--- src/rtl/turbo_pkg.sv ---
// Shared sizing and state encoding for the turbo interleaver buffer.
package turbo_pkg;
    localparam int BANKS   = 16;
    localparam int DEPTH   = 64;
    localparam int AW      = 6;
    localparam int LEN_W   = 13;
    localparam int MAX_LEN = BANKS * DEPTH;

    typedef enum logic {
        FILL  = 1'b0,
        DRAIN = 1'b1
    } state_t;
endpackage

--- src/rtl/intlv_bank.sv ---
// One single-bit register-file bank: synchronous write, combinational read.
module intlv_bank
    import turbo_pkg::*;
(
    input  logic          clk,
    input  logic          we,
    input  logic [AW-1:0] waddr,
    input  logic          wbit,
    input  logic [AW-1:0] raddr,
    output logic          rbit
);
    logic [DEPTH-1:0] mem;

    always_ff @(posedge clk) begin
        if (we) mem[waddr] <= wbit;
    end

    assign rbit = mem[raddr];
endmodule

--- src/rtl/turbo_intlv_buf.sv ---
// Bank-organised interleaver buffer: scatter-writes 16 lanes, then drains
// the block serially in row-major bank order under valid/ready.
//
//   state | meaning
//   FILL  | accept lane writes; wait for a valid block-complete pulse
//   DRAIN | stream len_q bits out; writes and block pulses are errors
module turbo_intlv_buf
    import turbo_pkg::*;
(
    input  logic             clk,
    input  logic             n_rst,
    input  logic [BANKS-1:0] din,
    input  logic [BANKS-1:0] enable,
    input  logic [15:0]      id_offset,
    input  logic             wen,
    input  logic             blk_done,
    input  logic [LEN_W-1:0] m_len,
    output logic             dout,
    output logic             dout_vld,
    input  logic             dout_rdy,
    output logic             dout_last,
    output logic             busy,
    output logic             err
);
    state_t           state, state_nxt;
    logic [LEN_W-1:0] len_q;
    logic [LEN_W-1:0] rd_idx;
    logic [BANKS-1:0] bank_rbit;
    logic             offset_ok, len_ok, wr_ok, start, take, more, accept_last;
    logic             rd_bit;

    assign offset_ok   = (id_offset[15:AW] == '0);
    assign len_ok      = (m_len != '0) && (m_len <= LEN_W'(MAX_LEN));
    assign wr_ok       = (state == FILL) && wen && offset_ok;
    assign start       = (state == FILL) && blk_done && len_ok;
    assign take        = (state == DRAIN) && (!dout_vld || dout_rdy);
    assign more        = (rd_idx < len_q);
    assign accept_last = dout_vld && dout_rdy && dout_last;

    for (genvar b = 0; b < BANKS; b++) begin : g_bank
        intlv_bank u_bank (
            .clk   (clk),
            .we    (wr_ok && enable[b]),
            .waddr (id_offset[AW-1:0]),
            .wbit  (din[b]),
            .raddr (rd_idx[4 +: AW]),
            .rbit  (bank_rbit[b])
        );
    end

    assign rd_bit = bank_rbit[rd_idx[3:0]];
    assign busy   = (state == DRAIN);

    always_comb begin
        state_nxt = state;
        case (state)
            FILL:    if (start) state_nxt = DRAIN;
            DRAIN:   if (accept_last) state_nxt = FILL;
            default: state_nxt = FILL;
        endcase
    end

    always_ff @(posedge clk or negedge n_rst) begin
        if (!n_rst) state <= FILL;
        else        state <= state_nxt;
    end

    // Once rd_idx reaches len_q the register simply empties; the accepted
    // last bit coincides with that, so no separate exit path is needed.
    always_ff @(posedge clk or negedge n_rst) begin
        if (!n_rst) begin
            len_q     <= '0;
            rd_idx    <= '0;
            dout      <= 1'b0;
            dout_vld  <= 1'b0;
            dout_last <= 1'b0;
        end else begin
            if (start) begin
                len_q  <= m_len;
                rd_idx <= '0;
            end
            if (take) begin
                if (more) begin
                    dout      <= rd_bit;
                    dout_vld  <= 1'b1;
                    dout_last <= (rd_idx == len_q - LEN_W'(1));
                    rd_idx    <= rd_idx + LEN_W'(1);
                end else begin
                    dout_vld  <= 1'b0;
                    dout_last <= 1'b0;
                end
            end
        end
    end

    always_ff @(posedge clk or negedge n_rst) begin
        if (!n_rst) begin
            err <= 1'b0;
        end else if ((state == FILL  && ((wen && !offset_ok) || (blk_done && !len_ok))) ||
                     (state == DRAIN && (wen || blk_done))) begin
            err <= 1'b1;
        end
    end
endmodule
--- config.mk ---
export PLATFORM = sky130hd
export DESIGN_NAME = turbo_intlv_buf
export DESIGN_NICKNAME = d
export VERILOG_FILES = /design/src/rtl/turbo_pkg.sv /design/src/rtl/intlv_bank.sv /design/src/rtl/turbo_intlv_buf.sv
export SDC_FILE = /design/constraint.sdc
export NUM_CORES = 1
export LEC_CHECK = 0
export BUFFER_PORTS_ARGS = -buffer_cell sky130_fd_sc_hd__buf_4
export CAP_MARGIN = 20
export CELL_PAD_IN_SITES_DETAIL_PLACEMENT = 1
export CELL_PAD_IN_SITES_GLOBAL_PLACEMENT = 2
export CORE_MARGIN = 2
export CORE_UTILIZATION = 35
export CTS_CLUSTER_DIAMETER = 40
export CTS_CLUSTER_SIZE = 10
export DETAILED_ROUTE_END_ITERATION = 10
export PLACE_DENSITY_LB_ADDON = 0.1
export SYNTH_ARGS = -nofsm -noshare
export SYNTH_HDL_FRONTEND = slang
export SYNTH_SLANG_ARGS = --single-unit
--- constraint.sdc ---
create_clock -name clk -period 3.6 [get_ports clk]
set_input_delay 0.72 -clock clk [delete_from_list [all_inputs] [get_ports clk]]
set_output_delay 0.72 -clock clk [all_outputs]
set_load 0.03 [all_outputs]
Word level (Yosys, flattened, before mapping). Index checks and enable logic that the tools add are counted.

Register bits: 1055. Bits of input ports: 66. Output and inout port bits: 5. Word-level logic and storage cells: 132.

Add/sub/neg operators: 2. $lt $le $gt $ge: 6. Equal/unequal tests: 1. Multiplexer cells: 60. Bitwise operators: 1. Reductions and logical operators: 39.

Operator list (count): $bwmux 64 (16); $bmux 1 s6 (16); $mux 13 (3); $logic_and 1x1->1 (29); $mux 1 (22); $lt 6x7->1 const B (2); $add 13x1->13 const B (1); $eq 13x13->1 (1); $le 13x11->1 const B (1); $lt 13x13->1 (1); $reduce_bool 13->1 (1); $sub 13x1->13 const B (1); $logic_not 10->1 (1); $demux 1 s6 (1); $ge 6x1->1 const B (1); $lt 4x5->1 const B (1); $bmux 1 s4 (1); $logic_or 1x1->1 (4); $logic_not 1->1 (3); $pmux 1 s2 (1); $reduce_and 2->1 (1); $not 1->1 (1).

Logic depth before layout (Yosys ltp).
Depth after elaboration: 7. Mapped depth: 14.

Hierarchy. From an unflattened synthesis, not the netlist that was laid out.

Cell total of the unflattened synthesis: 3556. Area, all modules: 49932.9 sq um.

By module, submodules not included: intlv_bank (g_bank[0].u_bank ...) (times used 15, cells an instance 206, area each 2975.4 sq um); intlv_bank (g_bank[9].u_bank) (times used 1, cells an instance 206, area each 2971.6 sq um); turbo_intlv_buf (times used 1, cells an instance 260, area each 2331.0 sq um).

Worst setup path before layout. No wires, ideal clock.

Kind: register -> register. Start point: reg rd_idx[5]. End point: reg dout. Setup time: 0.126 ns. Data arrival time: 2.730 ns. Required time: 3.474 ns. Setup slack: 0.744 ns. Stages on the path, launching flop included: 11. Buffers on the path: 4. Period minus slack after synthesis: 2.856 ns. Cells stage by stage: dfrtp_1 -> buf_2 -> buf_2 -> buf_2 -> clkbuf_1 -> mux4_2 -> a22oi_1 -> nand2_1 -> a2111o_1 -> a211o_1 -> o32a_1.

Word-level cells in the longest chain between the ends: 4.

RTL lines: from (decl) (RTL line turbo_intlv_buf.sv:27) `logic [LEN_W-1:0] rd_idx;`; from (signal assigned) (RTL line turbo_intlv_buf.sv:87) `rd_idx <= rd_idx + LEN_W'(1);`; $bmux 1 s6 (RTL line intlv_bank.sv:18) `assign rbit = mem[raddr];`; $mux 1 (not written as such) (RTL line intlv_bank.sv:18); $bmux 1 s4 (RTL line turbo_intlv_buf.sv:51) `assign rd_bit = bank_rbit[rd_idx[3:0]];`; $mux 1 (not written as such) (RTL line turbo_intlv_buf.sv:51); to (signal assigned) (RTL line turbo_intlv_buf.sv:84) `dout <= rd_bit;`; to (decl) (RTL line turbo_intlv_buf.sv:18) `output logic dout,`.

Several ways; a longest one is shown, not always the timed one. The select of a mux whose other input is x is not followed. A chain may end at the register's enable or synchronous reset.

Worst setup path after layout. Ends and elaborated chain as after synthesis.

==> flow_summary.json <==
{
  "outcome": "finished, violations left",
  "violations": "negative setup slack",
  "grt_pass1_wl_um": 233000,
  "drtIter0Drc": 2667,
  "grt_overflow_total": 0,
  "final_cell_mix": "nor2_1 (1050), edfxtp_1 (1024), buf_4 (285), mux4_2 (208), clkbuf_16 (191)",
  "yosys_register_bits": 1055,
  "fin_util": 0.428,
  "first_pass_iters": 5,
  "n_fill_cell": 13200,
  "peakVddDrop_mv": 0.447,
  "die_y_um": 368,
  "yosysSeqAreaShare": 0.679,
  "worstPathMaxFanout": 33,
  "path_clk_slew_ns": 0.05,
  "numPortBuffers": 70,
  "viasPerCell": 5.49,
  "drive_above_1_share": 0.238,
  "final_nets": 3572,
  "cts_inserted_buffers": 184,
  "setup_viol": 1,
  "routedWlPerCell_um": 30.4,
  "grt_pass1_vias": 31300,
  "start_util": 0.353,
  "coreArea_um2": 132000,
  "seq_area_um2": 31500,
  "leakage_nw": 17.1,
  "end_kind": "flop",
  "setup_ws_ns": -0.0150,
  "rows": 133,
  "worst_ep_required_time_ns": 4.26,
  "intPower_mw": 27.2,
  "tightest_slew_ns": 1.08,
  "dp_hpwl_um": 99800,
  "rsz0062_at_grt": "false",
  "cts_sinks": 1055,
  "async_reset_ff_frac": 0.0294,
  "start_kind": "flop",
  "multiInputGateArea_um2": 13600,
  "place_ws_ns": -0.257,
  "power_mw": 36.3,
  "drtAntennaViolNets": 0,
  "p_sw_frac": 0.250,
  "clockPowerShare": 0.484,
  "finClkSkew_ns": 0.0306,
  "ys_types": 67,
  "grt_max_degree": 65,
  "die_area_um2": 136000,
  "drt-total-wl_um": 164000,
  "crit_type": "reg -> reg",
  "slew_headroom": 0.278,
  "r2r_setup_slack_ns": -0.01,
  "die_width_um": 368,
  "ys_dominant_reg_cell": "edfxtp_1",
  "dp_cells": 5057,
  "syn_nets": 3357,
  "seq_power_share": 0.376,
  "synthCells": 3276,
  "yosysWarnings": 0,
  "power_frac_comb": 0.139,
  "root_buffer": "clkbuf_16",
  "slew_viol_final": 0,
  "grt.total_usage": 0.243,
  "cts_tree": "done",
  "critPathArrivalTime_ns": 4.27,
  "htree_num_levels": 4,
  "max_freq_ghz": 0.277,
  "clk-insertion-delay-late_ns": 0.80,
  "drc": 0,
  "layout_commonest_cell": "nor2_1",
  "pwr_density_cell_nw_per_um2": 645,
  "fin_crit_sh": 1.00,
  "hold_violations": 0,
  "syn_area_um2": 46400,
  "hold_class": "in -> reg",
  "max-cap-violations": 0,
  "antenna_found_initial": 10,
  "synth.avg_cell_area_um2": 14.2,
  "post_layout_nonfiller_instances": 5402,
  "synth_edf_count": 1024,
  "fin_crit_ns": 3.61,
  "num_vias": 29600,
  "total_switching_power_mw": 9.09,
  "area_growth_pct": 21.3,
  "clockBufferDepth": 3,
  "gp_congestion": 0.864,
  "io_pins": 71
}
## cell type report
class                      instances  share of cell area
sequential                      1055               0.560
tap                             1755              0.0390
inverter                          26             0.00173
antenna                            2           0.0000889
clock buffer                     212              0.0863
multi-input combinational       1912               0.241
timing repair buffer             312              0.0474
clock inverter                   128              0.0248
## registers in the layout, indices dropped and copies added (netlist names)
signal,cells
err,1
len_q,13
rd_idx,13
dout_vld,1
busy,1
dout,1
g_bank.u_bank.mem,1024
dout_last,1
## routing by layer
| layer | vias up | track usage | part of all wire |
|---|---|---|---|
| met5 | - | 0 | 0 |
| met3 | 238 | 0.0392 | 0.059 |
| met4 | 0 | 0.0724 | 0.025 |
| met2 | 914 | 0.393 | 0.48 |
| li1 | 12600 | - | - |
| met1 | 15900 | 0.338 | 0.44 |
## cell usage after synthesis, types with 5 or more instances
cell,number,area share
nor2b_1,10,0.0013
o221ai_1,6,0.0011
buf_4,17,0.0027
a22oi_1,45,0.0073
o22ai_1,5,0.00067
nand2_1,142,0.011
mux4_1,12,0.0068
a31oi_1,9,0.0012
nand2b_1,5,0.00067
nor4_1,17,0.0023
and2_1,11,0.0015
and3_1,5,0.00067
clkbuf_1,220,0.018
mux2i_1,123,0.027
nand3_1,21,0.0023
xnor2_1,16,0.0030
a211oi_1,10,0.0016
a221oi_1,11,0.0021
a2111oi_0,10,0.0019
edfxtp_1,1024,0.66
inv_1,24,0.0019
nor3_1,13,0.0014
o21ai_0,31,0.0033
a21oi_1,32,0.0035
dfrtp_1,31,0.017
buf_2,23,0.0025
o211ai_1,12,0.0019
nor2_1,1051,0.085
nand4_1,7,0.00094
xor2_1,5,0.00094
mux4_2,208,0.10
mux2_2,17,0.0041
nor3b_1,7,0.0011
buf_6,14,0.0034
ha_1,15,0.0040
## cell families (layout without fill, tap and decap cells)
kind of cell,Yosys count,in the layout,share of synthesized area
AND/OR/NAND/NOR,1305,1305,0.111
flip-flops,1055,1055,0.679
multiplexers,360,360,0.138
buffers and inverters,309,678,0.0308
AO/OA/AOI/OAI,210,210,0.0319
XOR/XNOR,22,22,0.00431
adder cells (fa/ha/maj),15,15,0.00404
other,0,2,0
## critical path, stage by stage (launching register included)
cell	delay, ns
dfrtp_4	0.69
buf_12	0.31
buf_12	0.20
mux4_2	0.31
a22oi_1	0.68
a21oi_1	0.16
a21oi_1	0.40
a31oi_1	0.15
o211a_1	0.23
o32a_1	0.34
## worst paths after layout
check | from | endpoint | cells past startpoint
worst max-delay path | rd_idx[5] | dout | 9
worst min-delay path | m_len[5] | len_q[5] | 2
worst max register to register | rd_idx[5] | dout | 9
worst min register to register | err | err | 1
max in group asynchronous | n_rst | rd_idx[6] | 2
min in group asynchronous | n_rst | rd_idx[11] | 2
## per-stage QoR
stage               cell area, um^2  hold WS, ns  TNS (ns)
global placement              50000        0.459    -0.228
finish                        56300        0.192   -0.0150
detailed placement            50000        0.486    -0.257
floorplan                     46400        0.424         0
CTS                           56300        0.120         0
global route                  56300        0.153         0
## what timing repair did
item                                    CTS  global route
endpoints found under the setup margin    1             1
hold buffers                              1             0
buffers inserted                          0             2
endpoints found under the hold margin    31             0
resized for setup                         5             3
gates cloned                              0             0
## power by group through the flow
stage          combinational, mW  clock [mW]  sequential (mW)
3_3_place_gp                4.97           0             13.9
5_1_grt                     5.38        18.4             13.7
3_5_place_dp                5.04           0             13.9
4_1_cts                     5.06        17.9             13.7
6_report                    5.07        17.6             13.7
2_1_floorplan               3.07           0             13.9
Note: power is estimated with default switching activity, not from simulation.
